[src/rtl/axi_lite_write_regfile.sv]
// AXI4-Lite write-channel slave driving a bank of NUM_REGS control registers.
// AW and W are accepted in any order (or together). Once both are held, the
// decoded word index is committed for one cycle, then the B response waits
// for BREADY before the next transaction can be accepted.
// Optional feature macro: AXIL_WR_STRB_EN (per-byte write strobes honoured).
module axi_lite_write_regfile #(
  parameter int ADDRESS_SIZE = 32,
  parameter int DATA_SIZE    = 32,
  parameter int NUM_REGS     = 8,
  parameter logic [DATA_SIZE-1:0] RESET_VALUE = {DATA_SIZE{1'b0}}
) (
  input  logic                          aclk,
  input  logic                          aresetn,
  input  logic [ADDRESS_SIZE-1:0]       write_address,
  input  logic                          write_address_valid,
  output logic                          write_address_ready,
  input  logic [DATA_SIZE-1:0]          write_data,
  input  logic [DATA_SIZE/8-1:0]        write_data_strobe,
  input  logic                          write_data_valid,
  output logic                          write_data_ready,
  output logic [1:0]                    write_response,
  output logic                          write_response_valid,
  input  logic                          write_response_ready,
  output logic [NUM_REGS*DATA_SIZE-1:0] register_data,
  output logic [NUM_REGS-1:0]           register_write_enable
);

  localparam int ADDR_LSB = $clog2(DATA_SIZE / 8);
  localparam int IDX_W    = (NUM_REGS > 1) ? $clog2(NUM_REGS) : 1;
  localparam int STRB_W   = DATA_SIZE / 8;
  localparam logic [IDX_W:0] NUM_REGS_W = (IDX_W + 1)'(NUM_REGS);

  localparam logic [1:0] RESP_OKAY   = 2'b00;
  localparam logic [1:0] RESP_SLVERR = 2'b10;

  typedef enum logic [1:0] {
    S_RESET = 2'd0,
    S_FETCH = 2'd1,
    S_WRITE = 2'd2,
    S_RESP  = 2'd3
  } state_t;

  state_t r_state;
  state_t w_next_state;

  logic                 r_awready;
  logic                 r_wready;
  logic                 r_bvalid;
  logic [1:0]           r_bresp;
  logic                 r_aw_got;
  logic                 r_w_got;
  logic [IDX_W-1:0]     r_idx;
  logic [DATA_SIZE-1:0] r_wdata;
  logic [DATA_SIZE-1:0] r_regs [NUM_REGS];
  logic [NUM_REGS-1:0]  r_wen;

`ifdef AXIL_WR_STRB_EN
  logic [STRB_W-1:0]    r_wstrb;

  // Byte-merge new data into the old word under the strobe mask.
  function automatic logic [DATA_SIZE-1:0] f_merge_bytes(
    input logic [DATA_SIZE-1:0] old_word,
    input logic [DATA_SIZE-1:0] new_word,
    input logic [STRB_W-1:0]    strb
  );
    logic [DATA_SIZE-1:0] merged;
    merged = old_word;
    for (int b = 0; b < STRB_W; b++) begin
      if (strb[b]) begin
        merged[8*b +: 8] = new_word[8*b +: 8];
      end else begin
        merged[8*b +: 8] = old_word[8*b +: 8];
      end
    end
    return merged;
  endfunction
`endif

  logic w_aw_hs;
  logic w_w_hs;
  logic w_b_hs;
  logic w_aw_done;
  logic w_w_done;
  logic w_idx_ok;
  logic w_awready_nxt;
  logic w_wready_nxt;
  logic w_bvalid_nxt;
  logic [1:0] w_bresp_nxt;
  logic w_commit;
  // Address bits outside the word index are aliased away on purpose.
  logic w_unused_bits;

  assign w_aw_hs   = write_address_valid & r_awready;
  assign w_w_hs    = write_data_valid & r_wready;
  assign w_b_hs    = (r_state == S_RESP) & r_bvalid & write_response_ready;
  assign w_aw_done = r_aw_got | w_aw_hs;
  assign w_w_done  = r_w_got | w_w_hs;
  assign w_idx_ok  = ({1'b0, r_idx} < NUM_REGS_W);
  assign w_unused_bits = ^{write_address, write_data_strobe};

  // State register.
  always_ff @(posedge aclk or negedge aresetn) begin
    if (!aresetn) begin
      r_state <= S_RESET;
    end else begin
      r_state <= w_next_state;
    end
  end

  // Next-state logic.
  always_comb begin
    w_next_state = r_state;
    case (r_state)
      S_RESET: w_next_state = S_FETCH;
      S_FETCH: begin
        if (w_aw_done && w_w_done) begin
          w_next_state = S_WRITE;
        end else begin
          w_next_state = S_FETCH;
        end
      end
      S_WRITE: w_next_state = S_RESP;
      S_RESP: begin
        if (w_b_hs) begin
          w_next_state = S_FETCH;
        end else begin
          w_next_state = S_RESP;
        end
      end
      default: w_next_state = S_RESET;
    endcase
  end

  // Output logic: next values of the handshake/response registers and commit strobe.
  always_comb begin
    w_awready_nxt = r_awready;
    w_wready_nxt  = r_wready;
    w_bvalid_nxt  = r_bvalid;
    w_bresp_nxt   = r_bresp;
    w_commit      = 1'b0;
    case (r_state)
      S_RESET: begin
        w_awready_nxt = 1'b1;
        w_wready_nxt  = 1'b1;
      end
      S_FETCH: begin
        if (w_aw_hs) begin
          w_awready_nxt = 1'b0;
        end else begin
          w_awready_nxt = r_awready;
        end
        if (w_w_hs) begin
          w_wready_nxt = 1'b0;
        end else begin
          w_wready_nxt = r_wready;
        end
      end
      S_WRITE: begin
        w_bvalid_nxt = 1'b1;
        w_commit     = w_idx_ok;
        if (w_idx_ok) begin
          w_bresp_nxt = RESP_OKAY;
        end else begin
          w_bresp_nxt = RESP_SLVERR;
        end
      end
      S_RESP: begin
        if (w_b_hs) begin
          w_bvalid_nxt  = 1'b0;
          w_awready_nxt = 1'b1;
          w_wready_nxt  = 1'b1;
        end else begin
          w_bvalid_nxt  = r_bvalid;
        end
      end
      default: begin
        w_awready_nxt = 1'b0;
        w_wready_nxt  = 1'b0;
        w_bvalid_nxt  = 1'b0;
      end
    endcase
  end

  // Registered handshake and response outputs.
  always_ff @(posedge aclk or negedge aresetn) begin
    if (!aresetn) begin
      r_awready <= 1'b0;
      r_wready  <= 1'b0;
      r_bvalid  <= 1'b0;
      r_bresp   <= 2'b00;
    end else begin
      r_awready <= w_awready_nxt;
      r_wready  <= w_wready_nxt;
      r_bvalid  <= w_bvalid_nxt;
      r_bresp   <= w_bresp_nxt;
    end
  end

  // Capture AW/W payloads and remember which channels are already held.
  always_ff @(posedge aclk or negedge aresetn) begin
    if (!aresetn) begin
      r_aw_got <= 1'b0;
      r_w_got  <= 1'b0;
      r_idx    <= {IDX_W{1'b0}};
      r_wdata  <= {DATA_SIZE{1'b0}};
`ifdef AXIL_WR_STRB_EN
      r_wstrb  <= {STRB_W{1'b0}};
`endif
    end else if (r_state == S_FETCH) begin
      if (w_aw_hs) begin
        r_aw_got <= 1'b1;
        r_idx    <= write_address[ADDR_LSB +: IDX_W];
      end
      if (w_w_hs) begin
        r_w_got  <= 1'b1;
        r_wdata  <= write_data;
`ifdef AXIL_WR_STRB_EN
        r_wstrb  <= write_data_strobe;
`endif
      end
    end else if (w_b_hs) begin
      r_aw_got <= 1'b0;
      r_w_got  <= 1'b0;
    end
  end

  // Register bank update and one-cycle write-enable pulse on commit.
  always_ff @(posedge aclk or negedge aresetn) begin
    if (!aresetn) begin
      for (int k = 0; k < NUM_REGS; k++) begin
        r_regs[k] <= RESET_VALUE;
      end
      r_wen <= {NUM_REGS{1'b0}};
    end else begin
      for (int k = 0; k < NUM_REGS; k++) begin
        r_wen[k] <= w_commit && (r_idx == IDX_W'(k));
        if (w_commit && (r_idx == IDX_W'(k))) begin
`ifdef AXIL_WR_STRB_EN
          r_regs[k] <= f_merge_bytes(r_regs[k], r_wdata, r_wstrb);
`else
          r_regs[k] <= r_wdata;
`endif
        end
      end
    end
  end

  for (genvar g = 0; g < NUM_REGS; g++) begin : g_flat
    assign register_data[g*DATA_SIZE +: DATA_SIZE] = r_regs[g];
  end

  assign write_address_ready   = r_awready;
  assign write_data_ready      = r_wready;
  assign write_response_valid  = r_bvalid;
  assign write_response        = r_bresp;
  assign register_write_enable = r_wen;

endmodule
[config.mk]
export PLATFORM = sky130hd
export DESIGN_NAME = axi_lite_write_regfile
export DESIGN_NICKNAME = d
export VERILOG_FILES = /design/src/rtl/axi_lite_write_regfile.sv
export SDC_FILE = /design/constraint.sdc
export NUM_CORES = 1
export LEC_CHECK = 0
export CAP_MARGIN = 20
export CELL_PAD_IN_SITES_DETAIL_PLACEMENT = 2
export CELL_PAD_IN_SITES_GLOBAL_PLACEMENT = 2
export CORE_UTILIZATION = 34
export CTS_BUF_LIST = sky130_fd_sc_hd__clkbuf_8
export CTS_CLUSTER_DIAMETER = 60
export DETAILED_ROUTE_END_ITERATION = 8
export PLACE_DENSITY_LB_ADDON = 0.1
export SLEW_MARGIN = 20
export SYNTH_ARGS = -nofsm -noshare
export SYNTH_HDL_FRONTEND = slang
export SYNTH_SLANG_ARGS = --single-unit
[constraint.sdc]
create_clock -name aclk -period 2.3 [get_ports aclk]
set_input_delay 0.46 -clock aclk [delete_from_list [all_inputs] [get_ports aclk]]
set_output_delay 0.46 -clock aclk [all_outputs]
set_load 0.01 [all_outputs]
Yosys cells after proc, flatten, opt, wreduce, memory -nomap -nowiden

Cells that the tools add are included.

Register bits: 306
Logic and storage cells: 72
Input port bits: 73

Reduce and logical (&&, ||, !) cells: 21
Bitwise operators: 6
Equal/unequal tests: 13
Mux-type cells: 15

Operator list:

| operator           | count |
|---|---|
| $eq 3x3->1 const B | 4 |
| $reduce_and 2->1   | 5 |
| $logic_and 1x1->1  | 9 |
| $mux 1             | 9 |
| $pmux 2 s4         | 1 |
| $eq 3x2->1 const B | 2 |
| $ne 2x2->1 const B | 3 |
| $pmux 1 s3         | 2 |
| $reduce_and 3->1   | 2 |
| $and 1x1->1        | 4 |
| $eq 2x2->1 const B | 2 |
| $mux 2             | 2 |
| $reduce_bool 2->1  | 2 |
| $eq 3x1->1 const B | 1 |
| $logic_not 3->1    | 1 |
| $reduce_bool 3->1  | 1 |
| $eq 2x1->1 const B | 1 |
| $logic_not 2->1    | 1 |
| $or 1x1->1         | 2 |
| $pmux 1 s2         | 1 |

Longest topological paths before layout

Depth in word-level cells: 5
Gate-level depth with buffers: 5
Mapped depth without buffers: 3

Least setup slack after synthesis

No wires, ideal clock.

Path type: reg2reg
From: reg r_state[0]
To: reg r_regs, in the netlist register_data[130]
Data arrival time: 1.762 ns
Setup slack: 0.413 ns
Path buffers: 2
Stages on the path, launching flop included: 6
Setup time: 0.125 ns
Clock period less this slack: 1.887 ns
Cell sequence: dfrtp_1 -> or3b_1 -> or3b_1 -> buf_2 -> buf_6 -> mux2_4

Word-level cells in the longest chain between the ends: 3

RTL lines:

| item                          | line | text |
|---|---|---|
| start, declared               | 43   | `state_t r_state;` |
| start signal, assigned        | 106  | `r_state <= w_next_state;` |
| $eq 2x2->1                    | 141  | `case (r_state)` |
| $mux 1                        | 141  |  |
| $logic_and 1x1->1             | 237  | `if (w_commit && (r_idx == IDX_W'(k))) begin` |
| end signal, assigned by index | 241  | `r_regs[k] <= r_wdata;` |
| end, declared                 | 54   | `logic [DATA_SIZE-1:0] r_regs [NUM_REGS];` |

Every way passes these cells.
A chain may end at the register's enable or synchronous reset.

Final worst setup path

From: reg r_state[0]
To: reg r_regs, in the netlist register_data[135]

Same word-level chain as after synthesis.

==> flow_metrics.tcl <==
set metrics [dict create \
    clock_skew_ns 0.0289 \
    io_pins 342 \
    antennaDiodeCount 0 \
    nets 1103 \
    antenna_found_initial 0 \
    fillers 3111 \
    cts_setup_buffers 0 \
    place_congestion 0.714 \
    numPortBuffers 306 \
    crit_path_top_delay_cell "or3b_4" \
    worstPathArrival_ns 2.60 \
    setup-tns-final_ns 0 \
    start_util 0.345 \
    grt_pass1_vias 7932 \
    leakage_nw 7.79 \
    root_buffer "clkbuf_8" \
    synth_warnings 0 \
    via_per_inst 4.70 \
    cp-end-kind "flop" \
    synth_cells 668 \
    fin_ws_ns 0.167 \
    finalHoldViolCount 0 \
    final_cell_mix "dfrtp_1 (306), clkdlybuf4s50_1 (305), mux2_2 (227)" \
    areaGrowthSynthToFinish_pct 43.7 \
    critPathLaunchType "flop" \
    multi_input_area_um2 3740 \
    grt_pass1_wl_mm 51.7 \
    cellPowerDensity_nw_per_um2 1420 \
    path_cells "or3b_1, or3b_4, buf_12, mux2_4" \
    remaining_drc_errors 0 \
    drtIter0Drc 208 \
    crit_fanout 18 \
    status "finished clean" \
    cts_made_buffers 53 \
    cts.htree.levels 2 \
    clock_latency_ns 0.61 \
    cts.path.max_buffers 3 \
    place_area_um2 15500 \
    die_h_um 186 \
    max_stage_delay_ns 0.54 \
    cp-startpoint "r_state[0]$_DFF_PN0_" \
    cp.depth 4 \
    grt_max_degree 53 \
    reg2reg_to "register_data[135]$_DFFE_PN0P_" \
    stdcell_area_um2 16600 \
    drtPass1Iterations 4 \
    rsz0062_at_grt "false" \
    crit_type "flop to flop" \
    ys_top_cells_by_area "dfrtp_1 (66%), mux2_2 (22%), mux2_4 (7.5%), buf_2 (0.82%), buf_6 (0.58%)" \
    finalWirelength_mm 33.4 \
    synthesis.area_um2 11600 \
    endpoint "register_data[135]$_DFFE_PN0P_" \
    fmax_mhz 469 \
    synth_area_leader_cell "dfrtp_1" \
    dp_hpwl_mm 22.8 \
    synth_top_area_frac 0.662 \
    hp-class "input port to async pin" \
    final_common_cell "dfrtp_1" \
    num_rows 67 \
    maxCapViolCount 0 \
    ir_drop_uv 682 \
    seq_area_um2 7660 \
    tritoncts "done" \
    post_drt_wl_per_cell_um 22.0 \
    syn_area_per_cell_um2 17.3 \
    critPathTopFamily "simple AND/OR/NAND/NOR gates" \
    r2r-start "r_state[0]$_DFF_PN0_" \
    ys_types 24 \
    r2r_cells 4 \
    setup_viol 0 \
    crit_buf_inv 1 \
    reg2reg_slack_ns 0.17 \
    ys_seq_elements 306 \
    period_share 0.927 \
    core_um2 33500 \
    via_count 7148 \
    dieWidth_um 186 \
    globalRoute.totalOverflow 0 \
    yosysSeqAreaShare 0.662 \
    preCtsSetupSlack_ns 0.156 \
    cp.required_ns 2.77 \
    ant_nets 0 \
    track_usage 0.196 \
    cts.clk_slew.worst_paths_ns 0.06 \
    fin_crit_ns 2.13 \
    slew_viol_final 0 \
    clock_sinks 306 \
    die_area_um2 34800 \
    drive_above_1_share 0.386 \
]
-- synthesized netlist by cell type, drive strengths merged --
cell	count
a21oi	2
a2bb2oi	2
buf	27
clkbuf	6
conb	1
dfrtp	306
inv	5
mux2	291
nand2	9
nand2b	2
nand3	3
nand3b	1
nand4	1
nor2	2
nor2b	1
nor3b	2
o21ai	1
or3	2
or3b	4
-- power by group --
| part | leakage [nW] | total, mW | switching [mW] | internal [mW] |
|---|---|---|---|---|
| Combinational | 3.17 | 8.76 | 3.22 | 5.54 |
| Clock | 0.650 | 5.24 | 2.28 | 2.96 |
| Sequential | 3.97 | 9.61 | 1.92 | 7.69 |
-- cells by family (layout without fill, tap and decap cells) --
kind of cell	after synthesis	after routing	share of synthesized area
other cells	1	2	0.000324
mux	291	291	0.302
flops	306	306	0.662
compound gates	5	5	0.00281
simple gates	27	27	0.0140
buf+inv	38	441	0.0189
-- per-stage QoR --
step	hold slack [ns]	utilization	instances	total power [mW]
floorplan	0.164	-	669	12.9
global placement	0.397	0.461	1422	18.3
detailed placement	0.404	0.461	1422	18.6
CTS	0.342	0.496	1520	24.0
global route	0.387	0.496	1520	24.9
finish	0.367	0.496	1520	23.6
-- worst register-to-register path, stage by stage, from the launching register on --
cell,delay [ns]
dfrtp_1,0.43
or3b_1,0.51
or3b_4,0.54
buf_12,0.21
mux2_4,0.34
-- sequential cells by signal (all words and copies together), names as in the netlist --
name / cells
r_aw_got: 1
r_idx: 3
r_state: 2
r_w_got: 1
r_wdata: 32
register_data: 256
register_write_enable: 8
write_address_ready: 1
write_data_ready: 1
write_response_valid: 1
-- how the worst min path moves through the flow --
stage / cells after the start / slack (ns) / to / start
finish: 2 / 0.37 / register_data[68]$_DFFE_PN0P_ / aresetn
global route: 2 / 0.39 / register_data[69]$_DFFE_PN0P_ / aresetn
CTS: 2 / 0.34 / register_data[8]$_DFFE_PN0P_ / aresetn
detailed placement: 1 / 0.40 / register_data[68]$_DFFE_PN0P_ / aresetn
global placement: 1 / 0.40 / register_data[68]$_DFFE_PN0P_ / aresetn
floorplan: 0 / 0.16 / r_aw_got$_DFFE_PN0P_ / aresetn
-- final cells by class --
cell class / instances / share of cell area
clock buffer: 77 / 0.0638
clock inverter: 20 / 0.00580
inverter: 5 / 0.00113
multi-input combinational: 325 / 0.225
sequential: 306 / 0.461
tap: 448 / 0.0337
timing repair buffer: 339 / 0.210
-- repair_timing --
item	4_1_cts	5_1_grt
hold buffers	1	0
resized for setup	0	0
endpoints found under the hold margin	39	0
-- layer usage --
metal,wire length [um],GRT usage
met2,16100,0.316
met1,14000,0.247
met4,812,0.0602
met5,0,0
met3,2510,0.0702
No activity file was read; power rests on OpenSTA's default activity.
